**src/rtl/tone_pkg.sv**
```systemverilog
// rtl/tone_pkg.sv - shared constants, encodings and classifier for tone detection and generation
package tone_pkg;

  localparam int unsigned CNT_W = 21;

  localparam logic [CNT_W-1:0] TIMEOUT   = 21'd1_300_000;
  localparam logic [CNT_W-1:0] WIN392_LO = 21'd312_500;
  localparam logic [CNT_W-1:0] WIN392_HI = 21'd325_250;
  localparam logic [CNT_W-1:0] WIN110_LO = 21'd1_113_600;
  localparam logic [CNT_W-1:0] WIN110_HI = 21'd1_159_100;
  localparam logic [1:0]       CONFIRM_CNT = 2'd3;

  typedef enum logic {
    ST_IDLE    = 1'b0,
    ST_MEASURE = 1'b1
  } state_e;

  typedef enum logic [1:0] {
    CLS_NONE = 2'd0,
    CLS_392  = 2'd1,
    CLS_110  = 2'd2
  } tone_class_e;

  // Windows are inclusive on both ends.
  function automatic tone_class_e classify(
    input logic [CNT_W-1:0] p,
    input logic [CNT_W-1:0] lo392,
    input logic [CNT_W-1:0] hi392,
    input logic [CNT_W-1:0] lo110,
    input logic [CNT_W-1:0] hi110
  );
    tone_class_e c;
    c = CLS_NONE;
    if (p >= lo392 && p <= hi392) begin
      c = CLS_392;
    end else if (p >= lo110 && p <= hi110) begin
      c = CLS_110;
    end
    return c;
  endfunction

endpackage

```
**src/rtl/sync_edge.sv**
```systemverilog
// rtl/sync_edge.sv - two-flop synchronizer with registered rising-edge pulse
module sync_edge (
  input  logic clk,
  input  logic rst,
  input  logic d_in,
  output logic edge_out
);

  logic meta_q, sync_q, prev_q, edge_q;
  logic meta_d, sync_d, prev_d, edge_d;

  always_comb begin
    meta_d = d_in;
    sync_d = meta_q;
    prev_d = sync_q;
    edge_d = sync_q & ~prev_q;
  end

  always_ff @(posedge clk or posedge rst) begin
    if (rst) begin
      meta_q <= 1'b0;
      sync_q <= 1'b0;
      prev_q <= 1'b0;
      edge_q <= 1'b0;
    end else begin
      meta_q <= meta_d;
      sync_q <= sync_d;
      prev_q <= prev_d;
      edge_q <= edge_d;
    end
  end

  assign edge_out = edge_q;

endmodule

```
**src/rtl/tone_detect.sv**
```systemverilog
// rtl/tone_detect.sv - period measurement and 392 Hz / 110 Hz tone confirmation
module tone_detect
  import tone_pkg::*;
#(
  parameter logic [CNT_W-1:0] TIMEOUT_CYC   = TIMEOUT,
  parameter logic [CNT_W-1:0] WIN392_LO_CYC = WIN392_LO,
  parameter logic [CNT_W-1:0] WIN392_HI_CYC = WIN392_HI,
  parameter logic [CNT_W-1:0] WIN110_LO_CYC = WIN110_LO,
  parameter logic [CNT_W-1:0] WIN110_HI_CYC = WIN110_HI
) (
  input  logic             clk,
  input  logic             rst,
  input  logic             en,
  input  logic             tone_in,
  output logic             det392,
  output logic             det110,
  output logic [CNT_W-1:0] period,
  output logic             period_valid,
  output logic             timeout
);

  logic edge_pulse;

  state_e           state_q, state_d;
  logic [CNT_W-1:0] cnt_q, cnt_d;
  logic [CNT_W-1:0] period_q, period_d;
  logic             pv_q, pv_d;
  logic             to_q, to_d;
  logic [1:0]       run_q, run_d;
  tone_class_e      cls_q, cls_d;
  tone_class_e      meas_cls;
  logic             det392_q, det392_d;
  logic             det110_q, det110_d;
  logic             at_timeout;

  sync_edge u_sync_edge (
    .clk      (clk),
    .rst      (rst),
    .d_in     (tone_in),
    .edge_out (edge_pulse)
  );

  // Timeout outranks a coincident edge; that edge is simply lost.
  assign at_timeout = (state_q == ST_MEASURE) && (cnt_q == TIMEOUT_CYC);

  always_ff @(posedge clk or posedge rst) begin
    if (rst) begin
      state_q <= ST_IDLE;
    end else begin
      state_q <= state_d;
    end
  end

  always_comb begin
    state_d = state_q;
    if (!en) begin
      state_d = ST_IDLE;
    end else begin
      case (state_q)
        ST_IDLE:    if (edge_pulse) state_d = ST_MEASURE;
        ST_MEASURE: if (at_timeout) state_d = ST_IDLE;
        default:    state_d = ST_IDLE;
      endcase
    end
  end

  always_comb begin
    det392       = det392_q;
    det110       = det110_q;
    period       = period_q;
    period_valid = pv_q;
    timeout      = to_q;
  end

  always_comb begin
    cnt_d    = cnt_q;
    period_d = period_q;
    pv_d     = 1'b0;
    to_d     = 1'b0;
    if (!en) begin
      cnt_d = '0;
    end else begin
      case (state_q)
        ST_IDLE: begin
          cnt_d = edge_pulse ? 21'd1 : 21'd0;
        end
        ST_MEASURE: begin
          if (at_timeout) begin
            cnt_d = '0;
            to_d  = 1'b1;
          end else if (edge_pulse) begin
            period_d = cnt_q;
            pv_d     = 1'b1;
            cnt_d    = 21'd1;
          end else begin
            cnt_d = cnt_q + 21'd1;
          end
        end
        default: cnt_d = '0;
      endcase
    end
  end

  assign meas_cls = classify(period_q, WIN392_LO_CYC, WIN392_HI_CYC,
                             WIN110_LO_CYC, WIN110_HI_CYC);

  // Classification runs on the registered period, one cycle behind period_valid.
  always_comb begin
    run_d = run_q;
    cls_d = cls_q;
    if (!en || at_timeout) begin
      run_d = 2'd0;
      cls_d = CLS_NONE;
    end else if (pv_q) begin
      if (meas_cls == CLS_NONE) begin
        run_d = 2'd0;
        cls_d = CLS_NONE;
      end else if (meas_cls == cls_q) begin
        run_d = (run_q == CONFIRM_CNT) ? run_q : run_q + 2'd1;
      end else begin
        run_d = 2'd1;
        cls_d = meas_cls;
      end
    end
    det392_d = (run_d == CONFIRM_CNT) && (cls_d == CLS_392);
    det110_d = (run_d == CONFIRM_CNT) && (cls_d == CLS_110);
  end

  always_ff @(posedge clk or posedge rst) begin
    if (rst) begin
      cnt_q    <= '0;
      period_q <= '0;
      pv_q     <= 1'b0;
      to_q     <= 1'b0;
      run_q    <= 2'd0;
      cls_q    <= CLS_NONE;
      det392_q <= 1'b0;
      det110_q <= 1'b0;
    end else begin
      cnt_q    <= cnt_d;
      period_q <= period_d;
      pv_q     <= pv_d;
      to_q     <= to_d;
      run_q    <= run_d;
      cls_q    <= cls_d;
      det392_q <= det392_d;
      det110_q <= det110_d;
    end
  end

endmodule
```
**config.mk**
```make
export PLATFORM = sky130hd
export DESIGN_NAME = tone_detect
export DESIGN_NICKNAME = d
export VERILOG_FILES = /design/src/rtl/tone_pkg.sv /design/src/rtl/sync_edge.sv /design/src/rtl/tone_detect.sv
export SDC_FILE = /design/constraint.sdc
export NUM_CORES = 1
export LEC_CHECK = 0
export ABC_CLOCK_PERIOD_IN_PS = 3300
export CAP_MARGIN = 30
export CORE_ASPECT_RATIO = 1.75
export CORE_MARGIN = 2
export CORE_UTILIZATION = 51
export CTS_BUF_LIST = sky130_fd_sc_hd__clkbuf_2 sky130_fd_sc_hd__clkbuf_4 sky130_fd_sc_hd__clkbuf_8
export DETAILED_ROUTE_END_ITERATION = 8
export GPL_TIMING_DRIVEN = 0
export HOLD_SLACK_MARGIN = 0.02
export PLACE_DENSITY = 0.71
export SLEW_MARGIN = 20
export SYNTH_ARGS = -nofsm -noshare
export SYNTH_HDL_FRONTEND = slang
export SYNTH_HIERARCHICAL = 1
export SYNTH_SLANG_ARGS = --single-unit
```
**constraint.sdc**
```tcl
create_clock -name clk -period 3.3 [get_ports clk]
set_input_delay 0.33 -clock clk [delete_from_list [all_inputs] [get_ports clk]]
set_output_delay 0.33 -clock clk [all_outputs]
set_load 0.005 [all_outputs]
```
Word level (Yosys, flattened, before mapping)
Cells that the tools add are included.
{"block": "classes", "addsub": 2, "order_cmp": 4, "n_eq_ne": 6, "n_mux": 26, "bitwise_logic": 4, "reduce_logical": 9}
{"cell": "$mux W21", "n": 3}
{"cell": "$pmux W21 S2", "n": 1}
{"cell": "$mux W2", "n": 11}
{"cell": "$add A21 B1 Y21 const B", "n": 1}
{"cell": "$eq A21 B21 Y1 const B", "n": 1}
{"cell": "$ge A21 B19 Y1 const B", "n": 1}
{"cell": "$ge A21 B21 Y1 const B", "n": 1}
{"cell": "$le A21 B19 Y1 const B", "n": 1}
{"cell": "$le A21 B21 Y1 const B", "n": 1}
{"cell": "$mux W1", "n": 10}
{"cell": "$eq A2 B2 Y1 const B", "n": 3}
{"cell": "$logic_and A1 B1 Y1", "n": 5}
{"cell": "$reduce_and A4 Y1", "n": 1}
{"cell": "$not A1 Y1", "n": 3}
{"cell": "$add A2 B1 Y2 const B", "n": 1}
{"cell": "$eq A2 B1 Y1 const B", "n": 1}
{"cell": "$eq A2 B2 Y1", "n": 1}
{"cell": "$logic_not A2 Y1", "n": 1}
{"cell": "$pmux W1 S2", "n": 1}
{"cell": "$and A1 B1 Y1", "n": 1}
{"cell": "$logic_not A1 Y1", "n": 1}
{"cell": "$logic_or A1 B1 Y1", "n": 1}
{"block": "word_totals", "reg_bits": 55, "inputBits": 4, "wordCells": 64}

Depth between registers and ports, before layout
{"block": "logic_depth", "ltp_word": 11, "depth_mapped": 8, "mapped_depth_nobuf": 7}

Hierarchy
Netlist, hierarchy kept.
{"mod": "tone_detect", "instances": 1, "cells_per_inst": 241, "area_each_um2": 2546.2, "seq_area_each_um2": 1276.2}
{"mod": "sync_edge", "instances": 1, "cells_per_inst": 6, "area_each_um2": 117.6, "seq_area_each_um2": 100.1}

Worst setup path before layout
No wires, ideal clock.
{"block": "synth_timing", "path_kind": "reg2reg", "from": "reg period_q[6] (netlist: period[6])", "to": "reg det392_q (netlist: det392)", "arrival_ns": 1.944, "slack_ns": 1.249, "path_stages_with_launch": 7, "n_path_buf": 1, "synth_period_minus_slack_ns": 2.051, "cell_sequence": "dfrtp_1 > or3_1 > o31ai_1 > a2111oi_0 > or3_1 > buf_6 > a2111oi_4"}
{"block": "synth_via", "elab_chain_len": 11}
{"element": "start, declared", "line": "tone_detect.sv:26", "rtl": "logic [CNT_W-1:0] period_q, period_d;"}
{"element": "start signal, assigned", "line": "tone_detect.sv:141", "rtl": "period_q <= period_d;"}
{"element": "$ge A21 B21 Y1 / $le A21 B21 Y1 (equally long branches)", "line": "tone_pkg.sv:36", "rtl": "end else if (p >= lo110 && p <= hi110) begin"}
{"element": "$logic_and A1 B1 Y1", "line": "tone_pkg.sv:36"}
{"element": "$mux W2", "line": "tone_pkg.sv:36"}
{"element": "$mux W2 *", "line": "tone_pkg.sv:34", "rtl": "if (p >= lo392 && p <= hi392) begin"}
{"element": "$eq A2 B2 Y1", "line": "tone_detect.sv:118", "rtl": "end else if (meas_cls == cls_q) begin"}
{"element": "$mux W2", "line": "tone_detect.sv:118"}
{"element": "$mux W2", "line": "tone_detect.sv:115", "rtl": "if (meas_cls == CLS_NONE) begin"}
{"element": "$mux W2", "line": "tone_detect.sv:114", "rtl": "end else if (pv_q) begin"}
{"element": "$mux W2", "line": "tone_detect.sv:111", "rtl": "if (!en || at_timeout) begin"}
{"element": "$eq A2 B2 Y1 / $eq A2 B1 Y1 (equally long branches)", "line": "tone_detect.sv:125", "rtl": "det392_d = (run_d == CONFIRM_CNT) && (cls_d == CLS_392);"}
{"element": "$logic_and A1 B1 Y1 *", "line": "tone_detect.sv:125"}
{"element": "named net det392_d", "line": "tone_detect.sv:32", "rtl": "logic det392_q, det392_d;"}
{"element": "end signal, assigned", "line": "tone_detect.sv:146", "rtl": "det392_q <= det392_d;"}
{"element": "end, declared", "line": "tone_detect.sv:32"}
The timed path passes the listed nets; every way through them passes the cells marked *.
A chain may end at the register's enable or synchronous reset.

Worst setup path after layout
Ends and elaborated chain as after synthesis.

==> flow_summary.json <==
{
  "status": "complete, but fails checks",
  "violations": "DRC",
  "seq_area_frac_synth": 0.517,
  "antenna_found_initial": 0,
  "root_buffer": "clkbuf_8",
  "cts_buffer_depth": 2,
  "die_area_um2": 5840,
  "rsz0062_at_grt": "no",
  "worstSetupEndpointType": "flop",
  "finalClockSkew_ns": 0.00772,
  "drt_iter0_drc": 84,
  "cts.repair.resized": 0,
  "final-instance-count-excl-fill": 337,
  "insertion_delay_ns": 0.31,
  "dp_cells": 330,
  "multi_input_area_um2": 1210,
  "regToRegSetupSlack_ns": 0.94,
  "required_ns": 3.48,
  "grt_usage": 0.222,
  "worstSetupStartpointType": "flop",
  "num_io_pins": 29,
  "vias": 2042,
  "crit_start": "period[6]$_DFFE_PP0P_",
  "die_x_um": 58.6,
  "final.fill_count": 437,
  "postCtsSetupBuffers": 0,
  "drv_slew": 0,
  "cts_buffers": 5,
  "post-route-util": 0.627,
  "ys.flop_type": "dfrtp_1",
  "fp.dieH_um": 99.6,
  "cp.arrival_ns": 2.54,
  "routedWlPerCell_um": 17.0,
  "htree_levels": 2,
  "ir_drop_mv": 0.259,
  "drc": 2,
  "hp-class": "in2async",
  "synth_nets": 253,
  "grt_max_degree": 31,
  "ctsHoldBuffers": 0,
  "ys_types": 49,
  "viasPerCell": 6.06,
  "hpwl_um": 4370,
  "drt-total-wl_um": 5740,
  "synth_seq_cells": 55,
  "clock_sinks": 55,
  "async_reset_ff_frac": 1.00,
  "grt_pass1_vias": 1995,
  "finalSetupTns_ns": 0,
  "holdWs_ns": 0.232,
  "gr-total-overflow": 0,
  "power_density_nw_per_um2": 372,
  "slew_headroom": 0.545,
  "place_congestion": 0.821,
  "postRouteAntennaNets": 0,
  "synth_edf_count": 0,
  "p_leak_uw": 0.00131,
  "clk_pin_slew_ns": 0.09,
  "reg2reg_depth": 6,
  "yosys_warnings": 6,
  "antenna_cells": 0,
  "drive_gt1_frac": 0.117,
  "area_growth_pct": 18.1,
  "final_nets": 289,
  "period_share": 0.715,
  "crit_end": "det392$_DFF_PP0_",
  "synth_most_common_cell": "dfrtp_1",
  "syn_inst": 247,
  "yosys-top-cells-count": "55 x dfrtp_1, 30 x nor2_1, 18 x mux2_2",
  "setup_viol": 0,
  "seqCellArea_um2": 1380,
  "numPortBuffers": 28,
  "drv_cap": 0,
  "synth_area_um2": 2660,
  "cts_tree": "built",
  "critPathKind": "reg2reg",
  "yosys.area.top_type": "dfrtp_1",
  "synth_area_leaders": "dfrtp_1 52%, mux2_2 7.6%, nor2_1 4.2%",
  "fin_crit_ns": 2.36,
  "crit_fanout": 6,
  "tightest_slew_ns": 0.682,
  "finalHoldViolCount": 0,
  "grt_pass1_wl_um": 9700,
  "core_area_um2": 5020,
  "reg2reg_from": "period[6]$_DFFE_PP0P_",
  "totalPowerFinal_uw": 1170,
  "r2r-end": "det392$_DFF_PP0_",
  "synthDominantCellAreaShare": 0.517,
  "max_freq_mhz": 424,
  "start_util": 0.531,
  "avgSynthCellArea_um2": 10.8,
  "dr.pass1.iters": 6,
  "row_count": 34
}
through the flow:
step	setup slack, ns	cell area [um^2]
floorplan	1.25	2660
global placement	0.711	3010
detailed placement	0.933	3040
CTS	0.917	3150
global route	0.759	3150
finish	0.941	3150
flip-flops by register name (all words and copies together), names as in the netlist, 2 cells and up:
register,count
cnt_q,21
period,21
cls_q,2
run_q,2
placed cells by master, fill, tap and decap left out, drive strengths merged, types with 4 or more instances in the layout:
cell,synthesis,layout
or3,7,7
nor2,30,30
mux2,21,21
nand3,9,9
clkdlybuf4s50,0,28
clkbuf,3,9
nor2b,4,4
nand2,15,15
xnor2,7,7
a21oi,6,6
nand4b,4,4
xor2,9,9
o21ai,7,7
buf,4,5
dfrtp,55,55
inv,11,11
nand4,10,10
kinds of logic (layout without fill, tap and decap cells):
group | after synthesis | count (layout) | synth area share
AND/OR/NAND/NOR | 101 | 101 | 0.206
flip-flops | 55 | 55 | 0.517
AO/OA/AOI/OAI | 32 | 32 | 0.0897
multiplexers | 23 | 23 | 0.0963
buffers and inverters | 18 | 54 | 0.0291
XOR/XNOR | 16 | 16 | 0.0526
adder cells (fa/ha/maj) | 2 | 2 | 0.00939
report_power, final:
part	internal (uW)	leakage [uW]	switching (uW)	total, uW
clock network	231	0.0000547	208	439
registers	680	0.000758	7.07	687
logic	19.0	0.000501	26.1	45.1
worst min path at each step:
stage                                 start                        endpoint  slack (ns)
2_1_floorplan                           rst  u_sync_edge/edge_out$_DFF_PP0_         0.1
3_3_place_gp   u_sync_edge/meta_q$_DFF_PP0_    u_sync_edge/prev_d$_DFF_PP0_        0.34
3_5_place_dp   u_sync_edge/meta_q$_DFF_PP0_    u_sync_edge/prev_d$_DFF_PP0_        0.34
5_1_grt                                 rst    u_sync_edge/prev_q$_DFF_PP0_        0.26
4_1_cts                                 rst    u_sync_edge/meta_q$_DFF_PP0_        0.23
6_report                                rst    u_sync_edge/prev_q$_DFF_PP0_        0.23
layer usage:
metal / routed length [um] / up-vias / global-route usage / part of all wire
li1: - / 959 / - / -
met1: 2250 / 1022 / 0.269 / 0.39
met2: 3100 / 48 / 0.375 / 0.54
met3: 174 / 13 / 0.0286 / 0.030
met4: 223 / 0 / 0.117 / 0.039
met5: 0 / - / 0 / 0
final cells by class:
cell class	count	share of cell area
inverter	11	0.0131
multi-input combinational	174	0.385
timing repair buffer	29	0.0979
clock inverter	1	0.00955
sequential	55	0.438
buffer	7	0.0115
clock buffer	6	0.0243
tap	54	0.0215
critical path, stage by stage (launching register included):
cell	delay, ns
dfrtp_1	0.44
or3_1	0.41
nor4b_1	0.34
a21oi_1	0.12
or3_1	0.36
buf_6	0.14
a2111oi_4	0.41
No activity file was read; power rests on OpenSTA's default activity.
